<file path="config.mk">
export PLATFORM = sky130hd
export DESIGN_NAME = ntt_in_ctrl_flat
export DESIGN_NICKNAME = d
export VERILOG_FILES = /design/src/rtl/ntt_in_ctrl_if.sv /design/src/rtl/ntt_in_ctrl.sv /design/src/flat_wrapper.sv
export SDC_FILE = /design/constraint.sdc
export NUM_CORES = 1
export LEC_CHECK = 0
export ABC_AREA = 1
export BUFFER_PORTS_ARGS = -buffer_cell sky130_fd_sc_hd__buf_2
export CORE_MARGIN = 10
export CORE_UTILIZATION = 50
export DETAILED_ROUTE_END_ITERATION = 16
export PLACE_DENSITY_LB_ADDON = 0.2
export SYNTH_ARGS = -nofsm -noshare
export SYNTH_HDL_FRONTEND = slang
export SYNTH_SLANG_ARGS = --single-unit
</file>
<file path="constraint.sdc">
create_clock -name clk -period 10.9 [get_ports clk]
set_input_delay 1.635 -clock clk [delete_from_list [all_inputs] [get_ports clk]]
set_output_delay 1.635 -clock clk [all_outputs]
set_load 0.005 [all_outputs]
</file>
<file path="src/rtl/ntt_in_ctrl_if.sv">
// rtl/ntt_in_ctrl_if.sv - request/read-address bus of the NTT input address controller
interface ntt_in_ctrl_if #(
    parameter int LOG_N  = 8,
    parameter int ADDR_W = LOG_N - 2,
    parameter int STG_W  = $clog2(LOG_N)
);
    logic              start;
    logic              inv;
    logic              hold;
    logic              rd_en;
    logic [ADDR_W-1:0] rd_addr0;
    logic [ADDR_W-1:0] rd_addr1;
    logic [ADDR_W-1:0] rd_addr2;
    logic [ADDR_W-1:0] rd_addr3;
    logic [1:0]        sel_a_0;
    logic [1:0]        sel_a_1;
    logic [1:0]        sel_a_2;
    logic [1:0]        sel_a_3;
    logic [STG_W-1:0]  stage;
    logic              busy;
    logic              done;

    modport master (
        output start, inv, hold,
        input  rd_en, rd_addr0, rd_addr1, rd_addr2, rd_addr3,
        input  sel_a_0, sel_a_1, sel_a_2, sel_a_3, stage, busy, done
    );

    modport slave (
        input  start, inv, hold,
        output rd_en, rd_addr0, rd_addr1, rd_addr2, rd_addr3,
        output sel_a_0, sel_a_1, sel_a_2, sel_a_3, stage, busy, done
    );
endinterface

</file>
<file path="src/rtl/ntt_in_ctrl.sv">
// rtl/ntt_in_ctrl.sv - NTT stage sequencer issuing conflict-free 4-bank butterfly reads; NTT_IN_CTRL_INTT_EN enables inverse stage order
module ntt_in_ctrl #(
    parameter int LOG_N  = 8,
    parameter int ADDR_W = LOG_N - 2,
    parameter int GAP    = 4
) (
    input  logic          clk,
    input  logic          rst,
    ntt_in_ctrl_if.slave  bus
);
    localparam int CW    = LOG_N - 2;
    localparam int STG_W = $clog2(LOG_N);
    localparam int GAP_W = (GAP > 1) ? $clog2(GAP) : 1;
    localparam logic [CW-1:0]    C_LAST   = '1;
    localparam logic [STG_W-1:0] S_LAST   = STG_W'(LOG_N - 1);
    localparam logic [GAP_W-1:0] GAP_LAST = GAP_W'(GAP - 1);
    localparam logic [LOG_N-1:0] EVEN_M   = LOG_N'({LOG_N{2'b01}});
    localparam logic [LOG_N-1:0] ODD_M    = ~EVEN_M;

    typedef enum logic [1:0] {IDLE, RUN, WAIT, DONE} state_t;

    state_t            state_q, state_d;
    logic [CW-1:0]     c_q, c_d;
    logic [STG_W-1:0]  stage_q, stage_d;
    logic [GAP_W-1:0]  gap_q, gap_d;
    logic              inv_q, inv_d;
    logic              rd_en_q, rd_en_d;
    logic [ADDR_W-1:0] addr_q [4];
    logic [ADDR_W-1:0] addr_d [4];
    logic [1:0]        sel_q  [4];
    logic [1:0]        sel_d  [4];

    logic              start_inv;
    logic              last_stage;
    logic [STG_W-1:0]  next_stage;

`ifdef NTT_IN_CTRL_INTT_EN
    assign start_inv = bus.inv;
`else
    logic unused_inv;
    assign start_inv  = 1'b0;
    assign unused_inv = bus.inv;
`endif

    assign last_stage = inv_q ? (stage_q == '0) : (stage_q == S_LAST);
    assign next_stage = inv_q ? (stage_q - 1'b1) : (stage_q + 1'b1);

    // rd_en_q marks that read c_q is on the outputs this cycle
    always_comb begin
        state_d = state_q;
        c_d     = c_q;
        stage_d = stage_q;
        gap_d   = gap_q;
        inv_d   = inv_q;
        rd_en_d = 1'b0;
        case (state_q)
            IDLE: begin
                if (bus.start) begin
                    state_d = RUN;
                    inv_d   = start_inv;
                    stage_d = start_inv ? S_LAST : '0;
                    c_d     = '0;
                    rd_en_d = 1'b1;
                end
            end
            RUN: begin
                if (rd_en_q && c_q == C_LAST) begin
                    state_d = WAIT;
                    gap_d   = '0;
                    c_d     = '0;
                end else begin
                    if (rd_en_q) c_d = c_q + 1'b1;
                    rd_en_d = !bus.hold;
                end
            end
            WAIT: begin
                if (gap_q == GAP_LAST) begin
                    if (last_stage) begin
                        state_d = DONE;
                    end else begin
                        state_d = RUN;
                        stage_d = next_stage;
                        c_d     = '0;
                        rd_en_d = 1'b1;
                    end
                end else begin
                    gap_d = gap_q + 1'b1;
                end
            end
            DONE:    state_d = IDLE;
            default: state_d = IDLE;
        endcase
    end

    logic [LOG_N-1:0]  h, g, cx, low_mask, a;
    logic [STG_W-1:0]  lo;
    logic [LOG_N-1:0]  idx    [4];
    logic [ADDR_W-1:0] addr_n [4];
    logic [1:0]        sel_n  [4];
    logic [1:0]        bank;

    // The two inserted zero bits (log2 h, log2 g) are always adjacent
    always_comb begin
        h        = LOG_N'(1) << stage_d;
        g        = (stage_d == S_LAST) ? (h >> 1) : (h << 1);
        lo       = (stage_d == S_LAST) ? (stage_d - 1'b1) : stage_d;
        cx       = LOG_N'(c_d);
        low_mask = (LOG_N'(1) << lo) - LOG_N'(1);
        a        = ((cx & ~low_mask) << 2) | (cx & low_mask);
        idx[0]   = a;
        idx[1]   = a | h;
        idx[2]   = a | g;
        idx[3]   = a | g | h;
        addr_n   = '{default: '0};
        sel_n    = '{default: '0};
        bank     = '0;
        for (int k = 0; k < 4; k++) begin
            bank         = {^(idx[k] & ODD_M), ^(idx[k] & EVEN_M)};
            addr_n[bank] = ADDR_W'(idx[k] >> 2);
            sel_n[bank]  = 2'(k);
        end
        for (int k = 0; k < 4; k++) begin
            addr_d[k] = rd_en_d ? addr_n[k] : '0;
            sel_d[k]  = rd_en_d ? sel_n[k]  : 2'b00;
        end
    end

    always_ff @(posedge clk or posedge rst) begin
        if (rst) begin
            state_q <= IDLE;
            c_q     <= '0;
            stage_q <= '0;
            gap_q   <= '0;
            inv_q   <= 1'b0;
            rd_en_q <= 1'b0;
            addr_q  <= '{default: '0};
            sel_q   <= '{default: '0};
        end else begin
            state_q <= state_d;
            c_q     <= c_d;
            stage_q <= stage_d;
            gap_q   <= gap_d;
            inv_q   <= inv_d;
            rd_en_q <= rd_en_d;
            addr_q  <= addr_d;
            sel_q   <= sel_d;
        end
    end

    assign bus.rd_en    = rd_en_q;
    assign bus.rd_addr0 = addr_q[0];
    assign bus.rd_addr1 = addr_q[1];
    assign bus.rd_addr2 = addr_q[2];
    assign bus.rd_addr3 = addr_q[3];
    assign bus.sel_a_0  = sel_q[0];
    assign bus.sel_a_1  = sel_q[1];
    assign bus.sel_a_2  = sel_q[2];
    assign bus.sel_a_3  = sel_q[3];
    assign bus.stage    = stage_q;
    assign bus.busy     = (state_q != IDLE);
    assign bus.done     = (state_q == DONE);
endmodule

</file>
<file path="src/flat_wrapper.sv">
// flat-port wrapper written by rule: the top's interface ports become plain ports
module ntt_in_ctrl_flat 
#(
    parameter int LOG_N  = 8,
    parameter int ADDR_W = LOG_N - 2,
    parameter int GAP    = 4
)
  (clk, rst, bus_start, bus_inv, bus_hold, bus_rd_en, bus_rd_addr0, bus_rd_addr1, bus_rd_addr2, bus_rd_addr3, bus_sel_a_0, bus_sel_a_1, bus_sel_a_2, bus_sel_a_3, bus_stage, bus_busy, bus_done);
  ntt_in_ctrl_if #(.LOG_N(LOG_N), .ADDR_W(ADDR_W)) bus_i ();
  input  logic clk;
  input  logic rst;
  input wire logic [$bits(bus_i.start)-1:0] bus_start;
  input wire logic [$bits(bus_i.inv)-1:0] bus_inv;
  input wire logic [$bits(bus_i.hold)-1:0] bus_hold;
  output wire logic [$bits(bus_i.rd_en)-1:0] bus_rd_en;
  output wire logic [$bits(bus_i.rd_addr0)-1:0] bus_rd_addr0;
  output wire logic [$bits(bus_i.rd_addr1)-1:0] bus_rd_addr1;
  output wire logic [$bits(bus_i.rd_addr2)-1:0] bus_rd_addr2;
  output wire logic [$bits(bus_i.rd_addr3)-1:0] bus_rd_addr3;
  output wire logic [$bits(bus_i.sel_a_0)-1:0] bus_sel_a_0;
  output wire logic [$bits(bus_i.sel_a_1)-1:0] bus_sel_a_1;
  output wire logic [$bits(bus_i.sel_a_2)-1:0] bus_sel_a_2;
  output wire logic [$bits(bus_i.sel_a_3)-1:0] bus_sel_a_3;
  output wire logic [$bits(bus_i.stage)-1:0] bus_stage;
  output wire logic [$bits(bus_i.busy)-1:0] bus_busy;
  output wire logic [$bits(bus_i.done)-1:0] bus_done;
  assign bus_i.start = bus_start;
  assign bus_i.inv = bus_inv;
  assign bus_i.hold = bus_hold;
  assign bus_rd_en = bus_i.rd_en;
  assign bus_rd_addr0 = bus_i.rd_addr0;
  assign bus_rd_addr1 = bus_i.rd_addr1;
  assign bus_rd_addr2 = bus_i.rd_addr2;
  assign bus_rd_addr3 = bus_i.rd_addr3;
  assign bus_sel_a_0 = bus_i.sel_a_0;
  assign bus_sel_a_1 = bus_i.sel_a_1;
  assign bus_sel_a_2 = bus_i.sel_a_2;
  assign bus_sel_a_3 = bus_i.sel_a_3;
  assign bus_stage = bus_i.stage;
  assign bus_busy = bus_i.busy;
  assign bus_done = bus_i.done;
  ntt_in_ctrl #(.LOG_N(LOG_N), .ADDR_W(ADDR_W), .GAP(GAP)) u_core (.clk(clk), .rst(rst), .bus(bus_i));
endmodule
</file>
# --- After elaboration in Yosys (flattened, before gate mapping) ---
# Cells that the tools add are included.
totals:
  ff_bits: 46
  input_bits: 5
  out_inout_bits: 38
  wordCells: 123
op_classes:
  muxes: 50
  shifts: 2
  n_reduce_logical: 19
  add_sub_neg: 5
  n_eq_ne: 11
  bitwise_logic: 15
  magnitude_cmp: 8
ops:
  columns: ["op", "n"]
  rows:
  - ["6-bit 2-to-1 mux", 13]
  - ["24-bit bitwise mux", 3]
  - ["8-bit XOR reduction", 8]
  - ["6-bit demux with 2-bit select", 4]
  - ["8-bit OR", 5]
  - ["2-bit 2-to-1 mux", 13]
  - ["24-bit AND", 1]
  - ["6-bit one-hot mux with 3 select lines", 1]
  - ["1-bit by 3-bit << shifter with 8-bit output, first input constant", 2]
  - ["2-bit demux with 2-bit select", 3]
  - ["3-bit greater-or-equal comparator, second input constant", 4]
  - ["3-bit by 1-bit < comparator with 1-bit output, second input constant", 4]
  - ["3-bit 2-to-1 mux", 4]
  - ["2-bit inverter with 3-bit output", 4]
  - ["6-bit by 8-bit AND with 8-bit output", 1]
  - ["8-bit 2-to-1 mux", 1]
  - ["2-bit one-hot mux with 4 select lines", 1]
  - ["8-bit by 2-bit subtractor with 8-bit output, second input constant", 1]
  - ["6-bit by 1-bit adder with 6-bit output, second input constant", 1]
  - ["6-bit AND", 1]
  - ["2-bit == test, second input constant", 3]
  - ["3-bit == test, second input constant", 2]
  - ["6-bit == test, second input constant", 1]
  - ["6-bit inverter", 1]
  - ["17 further kinds", 28]

# --- Depth between registers and ports, before layout ---
# Gate-level depths: netlist of the first run.
depth:
  word_depth: 22
  ltp_mapped: 30
  mapped_depth_nobuf: 29

# --- Least setup slack after synthesis of the first run ---
# No wires, ideal clock.
synth_path:
  kind: "input to register"
  startpoint: "in bus_start"
  endpoint: "reg u_core.addr_q, in the netlist u_core.bus.rd_addr0[3]"
  setup_ps: 122
  slack_ps: 6445
  path_buffers: 1
  path_stages: 26
  t_required_ps: 10778
  arrival_ps: 4333
  path_cell_list: "inv_1 > nand2_1 > nand2_1 > nor2_1 > nand2_1 > nand2_2 > inv_1 > ha_1 > nand2_1 > nand3_2 > nand2_1 > ha_1 > inv_1 > nand3_1 > nand2_1 > nand2_1 > nand3_4 > nor2_4 > nand2_1 > nand2_1 > nand2_2 > nand2_4 > nand2_2 > buf_6 > o21bai_1 > a21oi_2"
synth_rtl:
  columns: ["item", "line", "source"]
  rows:
  - ["start, declared", "flat_wrapper.sv:12", "input wire logic [$bits(bus_i.start)-1:0] bus_start;"]
  - ["end signal, assigned", "ntt_in_ctrl.sv:145", "addr_q <= addr_d;"]
  - ["end, declared", "ntt_in_ctrl.sv:28", "logic [ADDR_W-1:0] addr_q [4];"]

==> impl_metrics.tcl, run 1 <==
set metrics [dict create \
    setup_viol 0 \
    rows 33 \
    slowest_delay_ns 0.34 \
    r2r-start "u_core.state_q[0]" \
    antenna_found_initial 0 \
    period_needed_ns 4.984 \
    crit_path_frequent_cell "nand2_1" \
    critPathKind "in2reg" \
    fin_crit_sh 0.4573 \
    grt_pass1_vias 3898 \
    status "finished clean" \
    synth_fa_ha_area_frac 0.03929 \
    critPathLaunch "bus_start" \
    hp-start "u_core.gap_q[1]" \
    yosys.area_share.simple 0.4902 \
    final_area_um2 4496 \
    layout.nets 694 \
    synthCells 640 \
    viasPerCell 5.435 \
    drive_gt1_frac 0.1935 \
    wl_per_cell_um 15.34 \
    fp.dieH_um 111.0 \
    drtAntennaViolNets 0 \
    gp_congestion 0.9920 \
    postLayoutCoreUtil 0.5527 \
    synthXorXnorAreaFrac 0.006346 \
    hold_path.class "reg2reg" \
    h-tree-depth 2 \
    fin_ws_ns 5.916 \
    ctsHoldBuffers 0 \
    cp.arrival_ns 5.21 \
    cp-end-kind "register" \
    clock_sinks 46 \
    layout_commonest_cell "nand2_1" \
    die_w_um 111.0 \
    routed_wl_mm 12.00 \
    drt_iter0_drc 334 \
    ys_seq_area_frac 0.2780 \
    dr_total_vias 4250 \
    yosysTopAreaCell "dfrtp_1" \
    overflow 0 \
    die_area_um2 12320 \
    start_util 0.5090 \
    grt_max_degree 47 \
    firstDrtPassIters 7 \
    cts_setup_buffers 0 \
    fmax_ghz 0.2006 \
    hpwl_mm 9.169 \
    clk_latency_ns 0.31 \
    start_kind "input port" \
    io_buffers 41 \
    coreArea_um2 8134 \
    ys.flop_type "dfrtp_1" \
    final_cell_mix "229 x nand2_1, 98 x nand3_1, 65 x inv_1, 46 x dfrtp_1, 41 x buf_2" \
    synth-edff-count 0 \
    syn_nets 658 \
    muxShareOfSynthArea 0 \
    leakage_nw 2.543 \
    synth_top_family_by_area "simple AND/OR/NAND/NOR gates" \
    irDropWorstVdd_mv 0.1422 \
    ys_ff_latch 46 \
    syn_avg_cell_area_um2 6.469 \
    synth.distinct_cells 31 \
    synthArstFlopShare 1.000 \
    synthToLayoutAreaGrowth_pct 8.583 \
    syn-cell-area_um2 4140 \
    path_clk_slew_ns 0.09 \
    drv_slew 0 \
    n_fill_cell 808 \
    fin_worst_skew_ns 0.006855 \
    grt_use_total 0.1889 \
    cts_buffer_depth 2 \
    critical-path-slowest-cell "nand2_1" \
    drcViolationCount 0 \
    setup_tns_ns 0 \
    path_max_fanout 14 \
    ctsRootBufferMaster "clkbuf_8" \
    ys_warn_count 0 \
    cp_data_required_time_ns 11.13 \
    drv_cap 0 \
    grt_pass1_wl_mm 19.42 \
    dp_slack_ns 5.668 \
    finalHoldViolations 0 \
    cts_resized 0 \
    num_antenna_cells 0 \
    rsz0062_at_grt "no" \
    io_pins 43 \
    synth_top_area_frac 0.2780 \
    worst_pin_slew_ns 0.9626 \
    fin_total_pwr_mw 1.195 \
    cts_tree "built" \
    slew_headroom 0.3573 \
    synth_compound_area_frac 0.08976 \
    cts_buffers 5 \
    power.density_nw_per_um2 265.8 \
    placed_area_um2 4405 \
    synth_area_leaders "dfrtp_1 28%, nand2_1 21%, nand3_1 12%" \
]
cell usage after synthesis, types with 3 or more instances:
| cell | count |
|---|---|
| buf_2 | 4 |
| buf_4 | 4 |
| a21oi_2 | 5 |
| clkbuf_1 | 3 |
| inv_1 | 66 |
| nor2_2 | 4 |
| o21ai_0 | 7 |
| nor2_4 | 5 |
| inv_2 | 17 |
| nand4_1 | 11 |
| nand3_1 | 98 |
| ha_1 | 13 |
| nand2_4 | 4 |
| nor2_1 | 20 |
| nand2_1 | 229 |
| dfrtp_1 | 46 |
| nand3_4 | 4 |
| nand3_2 | 15 |
| xor2_1 | 3 |
| a21oi_1 | 31 |
| o21ai_1 | 5 |
| nand2_2 | 22 |
| o21bai_1 | 12 |
worst max-delay path, delay by kind of cell:
family	cells	cell delay, ns
AOI/OAI and AO/OA	2	0.37
and+or+nand+nor	17	2.28
buffers and inverters	4	0.36
adders and majority gates	2	0.54
worst paths after layout:
kind	slack (ns)	endpoint	cells past startpoint
worst max-delay path	5.92	u_core.bus.rd_addr0[0]	25
worst min-delay path	0.50	u_core.gap_q[1]	2
worst max register to register	6.45	u_core.bus.rd_addr0[0]	25
worst min register to register	0.50	u_core.gap_q[1]	2
max in group asynchronous	8.76	u_core.bus.rd_addr0[0]	2
min in group asynchronous	1.54	u_core.bus.rd_en	2
power breakdown:
group | internal [mW] | switching, mW | total [mW]
registers | 0.215 | 0.0187 | 0.233
clock network | 0.0451 | 0.0631 | 0.108
logic | 0.235 | 0.619 | 0.853
stage by stage:
step,hold slack [ns],cells
5_1_grt,0.5648,782
3_5_place_dp,0.4847,774
3_3_place_gp,0.4760,774
4_1_cts,0.5058,782
6_report,0.5020,782
2_1_floorplan,0.4570,640
sequential cells by signal (all words and copies together) (netlist names), 2 cells and up:
name / count
u_core.bus.rd_addr1: 6
u_core.bus.sel_a_2: 2
u_core.state_q: 2
u_core.bus.rd_addr2: 6
u_core.bus.rd_addr3: 6
u_core.c_q: 6
u_core.bus.rd_addr0: 6
u_core.bus.sel_a_3: 2
u_core.gap_q: 2
u_core.bus.sel_a_1: 2
u_core.bus.stage: 3
u_core.bus.sel_a_0: 2
layer usage:
| layer | up-vias | part of all wire | track usage |
|---|---|---|---|
| li1 | 2132 | - | - |
| met1 | 1930 | 0.44 | 0.2517 |
| met2 | 168 | 0.46 | 0.3019 |
| met3 | 20 | 0.080 | 0.03680 |
| met4 | 0 | 0.016 | 0.05295 |
| met5 | - | 0 | 0 |
cells by family (layout without fill, tap and decap cells):
group	Yosys count	after routing
simple gates	418	418
buf+inv	97	134
compound gates	63	63
flops	46	46
fa+ha+maj	13	13
xor+xnor	3	3
area by class of cell:
| cell class | instances | area, µm² | share of cell area |
|---|---|---|---|
| sequential | 46 | 1151 | 0.2561 |
| clock inverter | 3 | 21.27 | 0.004731 |
| inverter | 84 | 315.3 | 0.07014 |
| timing repair buffer | 42 | 212.7 | 0.04731 |
| clock buffer | 5 | 68.82 | 0.01531 |
| tap | 105 | 131.4 | 0.02922 |
| multi-input combinational | 497 | 2595 | 0.5772 |
Note: power is estimated with default switching activity, not from simulation.
==> run 2, diff against run 1 <==
- clock period: 10.9 -> 4.5 ns (I/O delays scaled with it)
==> run 2 against run 1 <==
Net effect:
- global-route usage increased by 0.74 points
- hold slack improved by 0.010 ns
- clock-buffer cell count grew 2
- highest routed layer unchanged
- largest cell class unchanged
- flip-flop and latch count unchanged
==> impl_metrics.tcl, run 2 (synthesized netlist as in run 1, its figures left out) <==
set metrics [dict create \
    cts_buffer_depth 2 \
    num_antenna_cells 0 \
    r2r-start "u_core.state_q[0]" \
    drive_gt1_frac 0.2170 \
    leakage_nw 2.595 \
    dp.cells 779 \
    power.density_nw_per_um2 663.7 \
    holdPathStages 2 \
    drcViolationCount 0 \
    critical-path-slowest-cell "dfrtp_1" \
    setup_tns_ns 0 \
    io_buffers 41 \
    clk_latency_ns 0.31 \
    layout_commonest_cell "nand2_1" \
    cts_buffers 5 \
    overflow 0 \
    status "finished clean" \
    final_cell_mix "222 x nand2_1, 97 x nand3_1, 65 x inv_1, 46 x dfrtp_1, 41 x buf_2" \
    gp_congestion 0.9776 \
    path_clk_slew_ns 0.08 \
    hold_path.class "reg2reg" \
    fin_crit_sh 0.9063 \
    hp-start "u_core.gap_q[1]" \
    drt_iter0_drc 384 \
    fin_worst_skew_ns 0.01104 \
    firstDrtPassIters 6 \
    clock_sinks 46 \
    setup_viol 0 \
    period_needed_ns 4.078 \
    synthToLayoutAreaGrowth_pct 11.00 \
    drv_slew 0 \
    drv_cap 0 \
    cp.arrival_ns 4.30 \
    ctsRootBufferMaster "clkbuf_8" \
    die_w_um 111.0 \
    die_area_um2 12320 \
    start_kind "register" \
    cts_setup_buffers 0 \
    rows 33 \
    postLayoutCoreUtil 0.5650 \
    rsz0062_at_grt "no" \
    path_max_fanout 8 \
    cp-end-kind "register" \
    slew_headroom 0.3540 \
    n_fill_cell 856 \
    hpwl_mm 9.564 \
    ff2ff_path_depth 25 \
    worst_pin_slew_ns 0.9677 \
    irDropWorstVdd_mv 0.3717 \
    grt_use_total 0.1963 \
    grt_pass1_vias 3991 \
    fmax_ghz 0.2452 \
    dr_total_vias 4396 \
    drtAntennaViolNets 0 \
    start_util 0.5090 \
    grt_pass1_wl_mm 20.33 \
    routed_wl_mm 12.48 \
    crit_path_frequent_cell "nand2_1" \
    critPathKind "reg2reg" \
    h-tree-depth 2 \
    fp.dieH_um 111.0 \
    cp_data_required_time_ns 4.72 \
    dp_slack_ns 0.2389 \
    slowest_delay_ns 0.41 \
    grt_max_degree 47 \
    hold_slack_ns 0.5124 \
    finalNonFillerCells 787 \
    io_pins 43 \
    coreArea_um2 8134 \
    cts_tree "built" \
    wl_per_cell_um 15.85 \
    layout.nets 699 \
    critPathLaunch "u_core.state_q[0]" \
    fin_ws_ns 0.4218 \
    finalHoldViolations 0 \
    antenna_found_initial 0 \
    viasPerCell 5.586 \
]
[run 2: path summary, 6_finish.rpt]
path / endpoint / slack [ns]
worst max register to register: u_core.bus.rd_addr0[0] / 0.42
worst max-delay path: u_core.bus.rd_addr0[0] / 0.42
max in group asynchronous: u_core.bus.rd_addr2[2] / 3.31
min in group asynchronous: u_core.bus.rd_addr3[4] / 0.58
worst min register to register: u_core.gap_q[1] / 0.51
worst min-delay path: u_core.gap_q[1] / 0.51
[run 2: metrics by stage]
| step | area, µm² | power, mW |
|---|---|---|
| after CTS | 4548 | 2.976 |
| after global placement | 4443 | 2.625 |
| after global routing | 4596 | 3.323 |
| final | 4596 | 3.050 |
| after detailed placement | 4443 | 2.678 |
| after floorplan | 4140 | 2.138 |
[run 2: report_power, final]
group	leakage [nW]	switching, mW	internal (mW)	total [mW]
Combinational	1.91	1.57	0.629	2.20
Clock	0.0544	0.148	0.141	0.289
Sequential	0.628	0.0462	0.520	0.566
[run 2: critical path: cells and delay by family (launching register included)]
family	cells	cell delay, ns
fa+ha+maj	2	0.48
compound gates	2	0.38
simple gates	16	2.16
flops	1	0.41
buf+inv	5	0.55
[run 2: repair_timing]
| item | in CTS | in global routing |
|---|---|---|
| hold buffers | 0 | 0 |
| gates resized for setup | 0 | 15 |
| setup endpoints to repair | 0 | 32 |
[run 2: layer usage]
| layer | vias up | part of all wire | global-route usage |
|---|---|---|---|
| met4 | 0 | 0.017 | 0.05816 |
| met3 | 22 | 0.078 | 0.02543 |
| met5 | - | 0 | 0 |
| met2 | 184 | 0.47 | 0.3097 |
| li1 | 2144 | - | - |
| met1 | 2046 | 0.44 | 0.2710 |
[run 2: cell type report]
type | instances | area, µm² | share of cell area
Multi-Input combinational cell | 497 | 2643 | 0.5750
Sequential cell | 46 | 1151 | 0.2505
Inverter | 84 | 315.3 | 0.06861
Timing Repair Buffer | 47 | 250.2 | 0.05445
Tap cell | 105 | 131.4 | 0.02859
Clock buffer | 7 | 96.34 | 0.02096
Clock inverter | 1 | 8.758 | 0.001906
==> run 3, diff against run 2 <==
- PLACE_DENSITY_LB_ADDON: 0.2 -> 0.08
==> run 3 against run 2 <==
Net effect:
- hold slack got worse by 0.0085 ns
- setup slack got worse by 0.14 ns
- clock power fell by 12%
- design area up 0.52%
- clock-buffer cell count fell by 1
- clock skew is 0.0041 ns lower
- utilization grew 0.29 points
- via count down 1.5%
- fmax fell by 3.3%
- global-route usage rose by 0.39 points
- register-to-register slack worse by 0.14 ns
- largest cell class unchanged
- highest routed layer unchanged
==> impl_metrics.tcl, run 3 (synthesized netlist as in run 1, its figures left out) <==
set metrics [dict create \
    grt_use_total 0.2002 \
    period_needed_ns 4.219 \
    overflow 0 \
    r2r-start "u_core.state_q[0]" \
    drv_slew 0 \
    path_clk_slew_ns 0.09 \
    cp_data_required_time_ns 4.73 \
    drtAntennaViolNets 0 \
    grt_max_degree 47 \
    fp.dieH_um 111.0 \
    io_buffers 41 \
    reg2reg_to "u_core.bus.rd_addr1[5]" \
    die_area_um2 12320 \
    slew_headroom 0.3664 \
    drv_cap 0 \
    drt_iter0_drc 372 \
    start_kind "register" \
    final_cell_mix "221 x nand2_1, 97 x nand3_1, 65 x inv_1, 46 x dfrtp_1, 41 x buf_2" \
    finalHoldViolations 0 \
    ff2ff_path_depth 24 \
    cp-end-kind "register" \
    synthToLayoutAreaGrowth_pct 11.57 \
    drcViolationCount 0 \
    io_pins 43 \
    dr_total_vias 4332 \
    top_layer "met4" \
    worst_pin_slew_ns 0.9491 \
    regArea_um2 1151 \
    coreArea_um2 8134 \
    cts_tree "built" \
    antenna_found_initial 0 \
    layout_commonest_cell "nand2_1" \
    cp-endpoint "u_core.bus.rd_addr1[5]" \
    fin_worst_skew_ns 0.006950 \
    critPathKind "reg2reg" \
    start_util 0.5090 \
    clk_latency_ns 0.30 \
    cts_setup_buffers 0 \
    leakage_nw 2.606 \
    multi_input_area_um2 2670 \
    setup_viol 0 \
    gp_congestion 0.9602 \
    num_antenna_cells 0 \
    cts_buffers 5 \
    ctsRootBufferMaster "clkbuf_8" \
    n_fill_cell 853 \
    drive_gt1_frac 0.2178 \
    met3_length_um 915 \
    status "finished clean" \
    wl_met2_mm 5.734 \
    grt_pass1_wl_mm 20.41 \
    postLayoutCoreUtil 0.5679 \
    finalNonFillerCells 789 \
    rows 33 \
    path_max_fanout 8 \
    layout.nets 701 \
    cp.arrival_ns 4.45 \
    routed_wl_mm 12.61 \
    cts_buffer_depth 2 \
    hpwl_mm 9.819 \
    dp.cells 781 \
    grt_pass1_vias 3830 \
    critPathLaunch "u_core.state_q[0]" \
    h-tree-depth 2 \
    fin_crit_sh 0.9374 \
    hold_path.class "reg2reg" \
    hold_slack_ns 0.5039 \
    wl_per_cell_um 15.98 \
    wl_met1_mm 5.799 \
    ctsHoldBuffers 0 \
    die_w_um 111.0 \
    power.density_nw_per_um2 667.7 \
    firstDrtPassIters 6 \
    rsz0062_at_grt "yes" \
    irDropWorstVdd_mv 0.3369 \
    holdPathStages 2 \
    viasPerCell 5.490 \
    r2r_slack_ns 0.28 \
    clock_sinks 46 \
    fmax_ghz 0.2371 \
]
==> run 3: what timing repair did <==
item / 4_1_cts / 5_1_grt
resized for setup: 0 / 20
endpoints found under the setup margin: 0 / 32
endpoints found under the hold margin: 0 / 0
==> run 3: routing by layer <==
layer | vias to the layer above | global-route usage
met2 | 149 | 0.3058
met5 | - | 0
met4 | 0 | 0.04861
met3 | 16 | 0.02381
met1 | 2015 | 0.2900
li1 | 2152 | -
==> run 3: critical path, stage by stage (launching register included) <==
cell     delay (ns)
dfrtp_1        0.42
inv_1          0.10
ha_1           0.23
nand2_1        0.15
nand2_1        0.07
nor2_1         0.22
nand2_1        0.14
nand2_2        0.15
inv_1          0.10
ha_1           0.27
nand2_1        0.12
nand3_2        0.11
nand2_1        0.16
ha_2           0.31
nand2_1        0.24
nand4_2        0.23
inv_2          0.17
nand2_1        0.07
nand2_1        0.07
nand2_1        0.05
nand2_1        0.22
nand3_2        0.23
nand2_1        0.11
inv_1          0.04
a21oi_1        0.14
==> run 3: layout make-up <==
| type | instances | area share |
|---|---|---|
| clock buffers | 6 | 0.01571 |
| flip-flops and latches | 46 | 0.2492 |
| clock inverters | 2 | 0.002979 |
| well taps | 105 | 0.02844 |
| repair buffers | 49 | 0.05742 |
| multi-input cells | 497 | 0.5780 |
| inverters | 84 | 0.06826 |
==> run 3: worst min-delay path by stage <==
stage | startpoint | to | slack, ns
after CTS | u_core.gap_q[1] | u_core.gap_q[1] | 0.51
after global routing | u_core.gap_q[1] | u_core.gap_q[1] | 0.55
after detailed placement | u_core.gap_q[1] | u_core.gap_q[1] | 0.49
final | u_core.gap_q[1] | u_core.gap_q[1] | 0.50
after global placement | u_core.gap_q[1] | u_core.gap_q[1] | 0.48
after floorplan | u_core.gap_q[1] | u_core.gap_q[1] | 0.46
==> run 3: power breakdown <==
| group | switching [mW] | leakage (nW) | internal [mW] |
|---|---|---|---|
| Combinational | 1.60 | 1.93 | 0.657 |
| Clock | 0.146 | 0.0452 | 0.110 |
| Sequential | 0.0478 | 0.628 | 0.520 |
| Total | 1.80 | 2.61 | 1.29 |
==> run 3: through the flow <==
| step | cell area (µm²) | worst slack, ns | TNS [ns] | total power, mW |
|---|---|---|---|---|
| 6_report | 4619 | 0.2815 | 0 | 3.084 |
| 5_1_grt | 4619 | -0.002261 | -0.002261 | 3.379 |
| 4_1_cts | 4544 | 0.07093 | 0 | 2.984 |
| 3_5_place_dp | 4458 | 0.1150 | 0 | 2.717 |
| 3_3_place_gp | 4458 | 0.2276 | 0 | 2.660 |
| 2_1_floorplan | 4140 | 0.9648 | 0 | 2.138 |
